==> config.mk <==
export PLATFORM = sky130hd
export DESIGN_NAME = mux_nto1_rr_cond
export DESIGN_NICKNAME = d
export VERILOG_FILES = /design/src/rtl/mux_nto1_rr_cond.sv
export SDC_FILE = /design/constraint.sdc
export NUM_CORES = 1
export LEC_CHECK = 0
export CAP_MARGIN = 15
export CORE_ASPECT_RATIO = 1.5
export CORE_MARGIN = 5
export CORE_UTILIZATION = 35
export DETAILED_ROUTE_END_ITERATION = 10
export PLACE_DENSITY_LB_ADDON = 0.12
export SYNTH_ARGS = -nofsm -noshare
export SYNTH_HDL_FRONTEND = slang
export SYNTH_SLANG_ARGS = --single-unit
==> constraint.sdc <==
create_clock -name clk_4f -period 1.9 [get_ports clk_4f]
set_clock_uncertainty 0.2 [all_clocks]
set_input_delay 0.57 -clock clk_4f [delete_from_list [all_inputs] [get_ports clk_4f]]
set_output_delay 0.57 -clock clk_4f [all_outputs]
set_load 0.005 [all_outputs]
==> src/rtl/mux_nto1_rr_cond.sv <==
// mux_nto1_rr_cond: N-to-1 registered channel mux with two selection modes.
// In external mode the selector input picks the channel. In round-robin mode
// a small FSM waits in IDLE for channel 0 to be valid, then walks through all
// channels one per cycle. It drops back to IDLE when the walk reaches
// channel 0 again and no channel is valid.
// Every output comes straight from a register, so there is no combinational
// path from any input to any output.
//
// Handshake: valid_out qualifies data_out. valid_out is valid_in of the
// selected channel, delayed by one clock. There is no ready/backpressure: the
// consumer must accept every cycle in which valid_out=1. data_out holds its
// last valid value while valid_out=0.

module mux_nto1_rr_cond #(
  parameter int WIDTH  = 8,
  parameter int NUM_CH = 4,
  localparam int SELW  = $clog2(NUM_CH)
) (
  input  logic                    clk_4f,
  input  logic                    reset_L,
  input  logic                    mode_rr,
  input  logic [SELW-1:0]         selector,
  input  logic [NUM_CH-1:0]       valid_in,
  input  logic [NUM_CH*WIDTH-1:0] data_in,
  output logic                    valid_out,
  output logic [WIDTH-1:0]        data_out,
  output logic [SELW-1:0]         sel_out,
  output logic                    active
);

  typedef enum logic {
    IDLE   = 1'b0,
    ACTIVE = 1'b1
  } state_t;

  state_t            state;
  state_t            state_next;
  logic [SELW-1:0]   rr_cnt;
  logic [SELW-1:0]   rr_cnt_next;
  logic [SELW-1:0]   sel;
  logic [WIDTH-1:0]  sel_data;
  logic              sel_valid;

  // FSM state and round-robin counter register
  always_ff @(posedge clk_4f or negedge reset_L) begin
    if (!reset_L) begin
      state  <= IDLE;
      rr_cnt <= '0;
    end else begin
      state  <= state_next;
      rr_cnt <= rr_cnt_next;
    end
  end

  // Effective select, next FSM state and next counter value
  always_comb begin
    sel         = '0;
    state_next  = state;
    rr_cnt_next = rr_cnt;
    if (!mode_rr) begin
      // External mode always parks the round-robin logic at its start point
      sel         = selector;
      state_next  = IDLE;
      rr_cnt_next = '0;
    end else begin
      case (state)
        IDLE: begin
          // Channel 0 is consumed in the same cycle the walk starts
          sel = '0;
          if (valid_in[0]) begin
            state_next  = ACTIVE;
            rr_cnt_next = SELW'(1);
          end else begin
            state_next  = IDLE;
            rr_cnt_next = '0;
          end
        end
        ACTIVE: begin
          sel = rr_cnt;
          if ((rr_cnt == '0) && (valid_in == '0)) begin
            state_next  = IDLE;
            rr_cnt_next = '0;
          end else begin
            rr_cnt_next = rr_cnt + SELW'(1);
          end
        end
        default: begin
          state_next  = IDLE;
          rr_cnt_next = '0;
        end
      endcase
    end
  end

  // Extract the selected channel's valid bit and data word
  always_comb begin
    sel_valid = valid_in[sel];
    sel_data  = data_in[sel*WIDTH +: WIDTH];
  end

  // Output register stage; data holds while the selected channel is idle
  always_ff @(posedge clk_4f or negedge reset_L) begin
    if (!reset_L) begin
      valid_out <= 1'b0;
      data_out  <= '0;
      sel_out   <= '0;
    end else begin
      valid_out <= sel_valid;
      sel_out   <= sel;
      if (sel_valid) begin
        data_out <= sel_data;
      end
    end
  end

  assign active = (state == ACTIVE);

endmodule

Word-level counts from Yosys, hierarchy flattened
Cells that the tools add are included.
{ "word_totals": {"word_cells": 24, "output_inout_bits": 12, "register_bits": 14, "inputBits": 41} }
{ "op_classes": {"addsub": 1, "magnitude_cmp": 1, "n_mux": 12, "reduce_logical": 3, "bitwise": 1, "shifts": 1} }
{ "ops": {"columns": ["op", "count"], "rows": [
  ["variable part select 32 x 6 -> 8 bit", 1],
  ["case mux 2 bit (2 select lines)", 2],
  ["2-to-1 mux 2 bit", 3],
  ["2-to-1 mux 1 bit", 5],
  ["zero test 4 bit", 1],
  ["less-than comparator 2 x 3 -> 1 bit, second input constant", 1],
  ["adder 2 x 1 -> 2 bit, second input constant", 1],
  ["binary-select mux 1 bit (select 2 bit)", 1],
  ["zero test 2 bit", 1],
  ["case mux 1 bit (2 select lines)", 1],
  ["logical AND 1 bit", 1],
  ["inverter 1 bit", 1]
]} }

Logic depth before layout (Yosys ltp)
Gate-level depths: netlist of run 1.
{ "depth": {"ltp_word": 5, "depth_mapped": 6, "ltp_nobuf": 6} }

Worst setup path after synthesis of run 1
OpenSTA, ideal clock, no wires.
{ "synth_path": {"path_type": "input-to-reg", "startpoint": "in valid_in[1]", "endpoint": "reg rr_cnt[0]", "t_required_ns": 1.572, "arrival_ns": 1.535, "cell_stages": 5, "path_slack_ns": 0.037, "setup_time_ns": 0.128, "n_path_buf": 1, "cell_sequence": "buf_2 -> or4b_1 -> a21oi_1 -> nor2b_1 -> a21boi_1"} }
{ "synth_between": {"elab_chain_cells": 5} }
{ "synth_lines": {"columns": ["element", "line_no", "source"], "rows": [
  ["from (decl)", "23", "input logic [NUM_CH-1:0] valid_in,"],
  ["zero test 4 bit", "80", "if ((rr_cnt == '0) && (valid_in == '0)) begin"],
  ["logical AND 1 bit", "80", null],
  ["2-to-1 mux 2 bit", "80", null],
  ["case mux 2 bit (2 select lines)", "66", "case (state)"],
  ["2-to-1 mux 2 bit", "60", "if (!mode_rr) begin"],
  ["named net rr_cnt_next[0]", "39", "logic [SELW-1:0] rr_cnt_next;"],
  ["to (signal assigned)", "51", "rr_cnt <= rr_cnt_next;"],
  ["to (decl)", "38", "logic [SELW-1:0] rr_cnt;"]
]} }
The timed path passes the listed nets, and every way through them passes these cells.
A chain may end at the register's enable or synchronous reset.

Worst setup path after layout of run 1
{ "layout_path": {"startpoint": "reg data_out[7]", "endpoint": "out data_out[7]"} }
{ "layout_lines": {"columns": ["element", "line_no", "source"], "rows": [
  ["from (decl)", "26", "output logic [WIDTH-1:0] data_out,"],
  ["from (signal assigned)", "111", "data_out <= sel_data;"]
]} }
No word-level cell between the ends.

==> flow_metrics.py, run 1 <==
metrics = {
    "job": {
        "cap_violations": 0,
    },
    "route": {
        "dr.pass1.iters": 4,
        "vias": 1102,
        "ant_nets": 0,
        "wirelength_um": 3414,
        "routed_via_density": 5.298,
        "first_iter_violations": 28,
        "remaining_drc_errors": 0,
        "avgRoutedWirePerCell_um": 16.41,
    },
    "synthesis": {
        "synth_area_um2": 928.4,
        "ys.flop_type": "dfrtp_1",
        "post-synth-top-area-fraction_pct": 37.74,
        "yosys-top-cells-count": "16 x a311oi_1, 16 x nand2_1, 16 x nor3_1, 14 x dfrtp_1, 10 x inv_1",
        "ys_types": 23,
        "ys_ff_latch": 14,
        "postSynthCellCount": 109,
        "synthTopCellsByArea": "dfrtp_1 38%, a311oi_1 15%, nor3_1 8.6%",
        "synth_area_leader_cell": "dfrtp_1",
        "postSynth.asyncResetShare_pct": 100.0,
        "synth_nets": 151,
        "syn-mean-instance-area_um2": 8.517,
        "synth_edf_count": 0,
        "yosysWarnings": 0,
        "seq_area_frac_synth_pct": 37.74,
    },
    "worst_setup_path": {
        "crit_arrival_ns": 1.10,
        "worstSetupStartpointType": "register",
        "end_kind": "output pin",
        "worst-path-max-fanout": 2,
        "critPathSlowestCell": "clkdlybuf4s50_1",
        "rr_worst_depth": 5,
        "critPathKind": "register to output pin",
        "reg2reg_from": "active",
        "crit_buf_inv": 1,
        "cp_cell_sequence": "clkdlybuf4s50_1",
        "crit_family": "buffers and inverters",
        "required_ns": 1.13,
        "cp_slowest_stage_delay_ns": 0.51,
        "r2r_end": "data_out[0]",
        "r2r_setup_slack_ns": 0.12,
    },
    "min_path": {
        "worstHoldStart": "rr_cnt[0]",
        "worst_hold_path_type": "register to register",
        "hold-path-cell-count": 1,
        "hold_end": "rr_cnt[0]",
    },
    "floorplanning": {
        "core_area_um2": 2619,
        "dieArea_um2": 3804,
        "rows": 23,
        "io_pins": 53,
        "die-width_um": 52.05,
        "initial_core_util_pct": 35.45,
        "die_h_um": 73.08,
    },
    "power_and_ir_drop": {
        "totalPowerFinal_mw": 1.009,
        "powerDensity_nw_per_um2": 586.8,
        "ir_drop_v": 0.0004377,
        "p_leak_nw": 0.7538,
    },
    "sta": {
        "fmax_mhz": 533.4,
        "rsz0062_at_grt": "false",
        "min_period_ns": 1.875,
        "finalHoldViolCount": 0,
        "period_share_pct": 98.67,
        "slew_viol_final": 0,
        "hold_slack_ns": 0.3084,
        "worst_pin_slew_ns": 0.3452,
        "tns_ns": 0,
        "setup_viol": 0,
        "slew_headroom_pct": 76.83,
    },
    "cts": {
        "clock_path_buffers": 2,
        "cts_tree": "built",
        "worstSkewPairLatency_ns": 0.25,
        "path_clk_slew_ns": 0.06,
        "h-tree-depth": 1,
        "cts_sinks": 14,
        "cts_buffers": 3,
        "ctsHoldBuffers": 0,
        "cts_root_buf": "clkbuf_8",
    },
    "placement": {
        "routabilityCongestion": 0.7950,
        "dp_hpwl_um": 2536,
        "io_buffers": 52,
    },
    "finish": {
        "seqCellArea_um2": 351.6,
        "drive_gt1_share_pct": 22.81,
        "fillers": 237,
        "synthToLayoutAreaGrowth_pct": 85.18,
        "nets": 214,
        "post-route-util_pct": 65.65,
        "antenna_cells": 0,
        "multi_input_area_um2": 591.8,
    },
    "global_route": {
        "grt_max_degree": 18,
        "grt_antenna_before_repair": 0,
        "grt_pass1_vias": 1148,
        "grt_pass1_wl_um": 5437,
        "overflow": 0,
        "grtUsageTotal_pct": 19.05,
    },
    "status": {
        "status": "completed",
    },
}
[flip-flops by register name, summed over array words and instances (netlist names)]
name	cells
active	1
data_out	8
rr_cnt	2
sel_out	2
valid_out	1
[layout make-up]
class                      instances  share of cell area (%)
multi-input combinational         76                   34.43
sequential                        14                   20.45
clock buffer                       4                   3.202
tap                               37                   2.693
inverter                          11                   2.547
timing repair buffer              66                   36.68
[worst max path at each step]
stage / from / end / slack (ns) / cells after the start
6_report: data_out[7] / data_out[7] / 0.03 / 1
3_3_place_gp: mode_rr / data_out[7] / -0.54 / 6
5_1_grt: selector[1] / data_out[2] / 0.004 / 6
2_1_floorplan: valid_in[1] / rr_cnt[0] / 0.04 / 5
3_5_place_dp: mode_rr / data_out[7] / -0.60 / 6
4_1_cts: mode_rr / data_out[1] / -0.001 / 6
[stage by stage]
| step | instances | area, um^2 | worst slack [ns] |
|---|---|---|---|
| after floorplan | 109 | 928.4 | 0.03660 |
| after detailed placement | 201 | 1538 | -0.5966 |
| after CTS | 207 | 1677 | -0.001196 |
| final | 208 | 1719 | 0.02526 |
| after global routing | 208 | 1719 | 0.004381 |
| after global placement | 201 | 1538 | -0.5442 |
[metal layers]
layer	vias to the layer above	wire length (um)	global-route usage, %	part of all wire (%)
met5	-	0	0	0
met4	0	89	7.289	2.6
met3	8	158	2.045	4.6
met2	41	1951	34.83	57
met1	512	1214	22.01	36
li1	541	-	-	-
[kinds of logic (layout without fill, tap and decap cells)]
kind of cell	after synthesis	after routing	share of synthesized area, %
adders and majority gates	1	1	1.347
and+or+nand+nor	44	44	23.86
buffers and inverters	20	81	9.568
AOI/OAI and AO/OA	30	31	27.49
DFF	14	14	37.74
[cell usage in the layout (no fill, tap or decap), types with 2 or more instances in the layout]
| cell type | instances |
|---|---|
| a311oi_1 | 12 |
| o22ai_1 | 8 |
| nand2_1 | 16 |
| inv_1 | 10 |
| buf_6 | 2 |
| nor2b_4 | 2 |
| nor3_1 | 16 |
| buf_4 | 12 |
| dlygate4sd2_1 | 6 |
| dlymetal6s2s_1 | 4 |
| clkbuf_8 | 4 |
| clkdlybuf4s50_1 | 41 |
| a311oi_2 | 4 |
| dfrtp_1 | 13 |
[power by group]
group	internal [mW]	switching [mW]	leakage, nW
combinational	0.208	0.147	0.558
clock	0.184	0.111	0.0288
sequential	0.338	0.0216	0.167
[timing repair]
item,4_1_cts,5_1_grt
gates cloned,1,0
buffers inserted,1,1
endpoints found under the setup margin,13,11
gates resized for setup,23,14
pin swaps,6,6
endpoints found under the hold margin,0,0
(Power assumes the default switching activity.)
==> run 2: changes to the inputs <==
- CORE_UTILIZATION: 35 -> 34
- clock period: 1.9 -> 1.6 ns (I/O delays scaled with it)
==> flow_metrics.py, run 2 (synthesis results as in run 1) <==
metrics = {
    "sta": {
        "setup_viol": 10,
        "rsz0062_at_grt": "true",
        "slew_headroom_pct": 75.44,
        "slew_viol_final": 0,
        "fmax_mhz": 574.7,
        "period_share_pct": 108.8,
        "min_period_ns": 1.740,
        "setup_slack_ns": -0.1401,
        "tns_ns": -1.062,
        "worst_pin_slew_ns": 0.3660,
        "finalHoldViolCount": 0,
    },
    "cts": {
        "clock_path_buffers": 2,
        "worstSkewPairLatency_ns": 0.25,
        "cts_root_buf": "clkbuf_8",
        "cts_tree": "built",
        "h-tree-depth": 1,
        "path_clk_slew_ns": 0.06,
        "cts_sinks": 14,
        "cts_buffers": 3,
    },
    "power_and_ir_drop": {
        "p_leak_nw": 0.7891,
        "ir_drop_v": 0.0006098,
        "powerDensity_nw_per_um2": 671.7,
    },
    "global_route": {
        "grt_antenna_before_repair": 0,
        "overflow": 0,
        "grt_max_degree": 18,
        "grt_pass1_vias": 1232,
        "grtUsageTotal_pct": 20.02,
        "grt_pass1_wl_um": 5858,
    },
    "worst_setup_path": {
        "reg2reg_from": "active",
        "end_kind": "register",
        "required_ns": 1.52,
        "worstSetupStartpointType": "register",
        "worst-path-max-fanout": 7,
        "crit_start": "active",
        "critPathKind": "register to register",
        "crit_arrival_ns": 1.66,
    },
    "finish": {
        "regMostFlops": "data_out",
        "finalNonFillerCells": 216,
        "multi_input_area_um2": 654.4,
        "largest_reg_flops": 8,
        "nets": 222,
        "final_cell_mix": "33 x clkdlybuf4s50_1, 16 x nand2_1, 16 x buf_4, 15 x nor3_1, 14 x dlygate4sd2_1",
        "fillers": 217,
        "synthToLayoutAreaGrowth_pct": 98.92,
        "seqCellArea_um2": 351.6,
        "reg_top3": "data_out (8), rr_cnt (2), sel_out (2)",
        "layout.cells.most_common": "clkdlybuf4s50_1",
        "drive_gt1_share_pct": 31.84,
        "antenna_cells": 0,
    },
    "status": {
        "violations": "setup timing",
        "status": "finished, violations left",
    },
    "floorplanning": {
        "die-width_um": 52.67,
        "die_h_um": 74,
        "rows": 23,
        "core_area_um2": 2648,
        "io_pins": 53,
        "initial_core_util_pct": 35.07,
        "dieArea_um2": 3897,
    },
    "placement": {
        "dp_hpwl_um": 2588,
        "place_inst": 206,
        "pre_cts_slack_ns": -0.7353,
        "routabilityCongestion": 0.7898,
        "io_buffers": 52,
    },
    "route": {
        "dr.pass1.iters": 4,
        "routed_via_density": 5.398,
        "first_iter_violations": 20,
        "avgRoutedWirePerCell_um": 16.33,
        "ant_nets": 0,
        "wirelength_um": 3527,
        "remaining_drc_errors": 0,
        "vias": 1166,
    },
    "job": {
        "cap_violations": 0,
    },
    "min_path": {
        "worstHoldStart": "rr_cnt[0]",
        "worst_hold_path_type": "register to register",
    },
}
==> run 2: cell type report <==
type / count / area share [%]
Clock buffer: 4 / 2.981
Inverter: 11 / 2.371
Multi-Input combinational cell: 76 / 35.43
Sequential cell: 14 / 19.04
Tap cell: 37 / 2.507
Timing Repair Buffer: 74 / 37.67
==> run 2: power by group <==
part | leakage [nW] | internal (mW) | switching, mW
sequential | 0.167 | 0.401 | 0.0254
clock | 0.0288 | 0.218 | 0.137
combinational | 0.593 | 0.264 | 0.195
total | 0.789 | 0.883 | 0.357
==> run 2: critical path, cell delays in order (launching register included) <==
cell      delay, ns
dfrtp_2        0.41
buf_6          0.13
and3_4         0.19
nor2_4         0.14
inv_4          0.08
buf_12         0.14
a311oi_2       0.21
o22ai_1        0.12
==> run 2: metal layers <==
metal	vias to the layer above	GRT usage, %	routed length [um]
met1	562	21.88	1268
met2	40	37.02	1982
li1	555	-	-
met3	9	4.409	203
met5	-	0	0
met4	0	7.102	72
==> run 2: path summary, 6_finish.rpt <==
kind                                    end  slack [ns]  cells past startpoint
worst max-delay path            data_out[3]       -0.14                      7
worst min-delay path              rr_cnt[0]        0.30                      1
worst max register to register  data_out[3]       -0.14                      7
worst min register to register    rr_cnt[0]        0.30                      1
max in group asynchronous            active        0.68                      2
min in group asynchronous       data_out[4]        0.34                      2
==> run 2: per-stage QoR <==
stage | util (%) | hold slack [ns] | cell area (um^2) | power [mW]
after CTS | 68.19 | 0.3089 | 1805 | 1.222
after floorplan | - | -0.01559 | 964.7 | 0.5852
final | 69.75 | 0.2995 | 1847 | 1.240
after global placement | 60.54 | 0.2987 | 1603 | 0.8391
after global routing | 69.75 | 0.3365 | 1847 | 1.308
after detailed placement | 60.54 | 0.3002 | 1603 | 0.8472
==> run 2: timing repair <==
item / in CTS / in global routing
resized for setup: 50 / 7
buffers inserted: 3 / 2
pin swaps: 18 / 11
hold buffers: 0 / 0
gates cloned: 1 / 0
setup endpoints to repair: 25 / 16
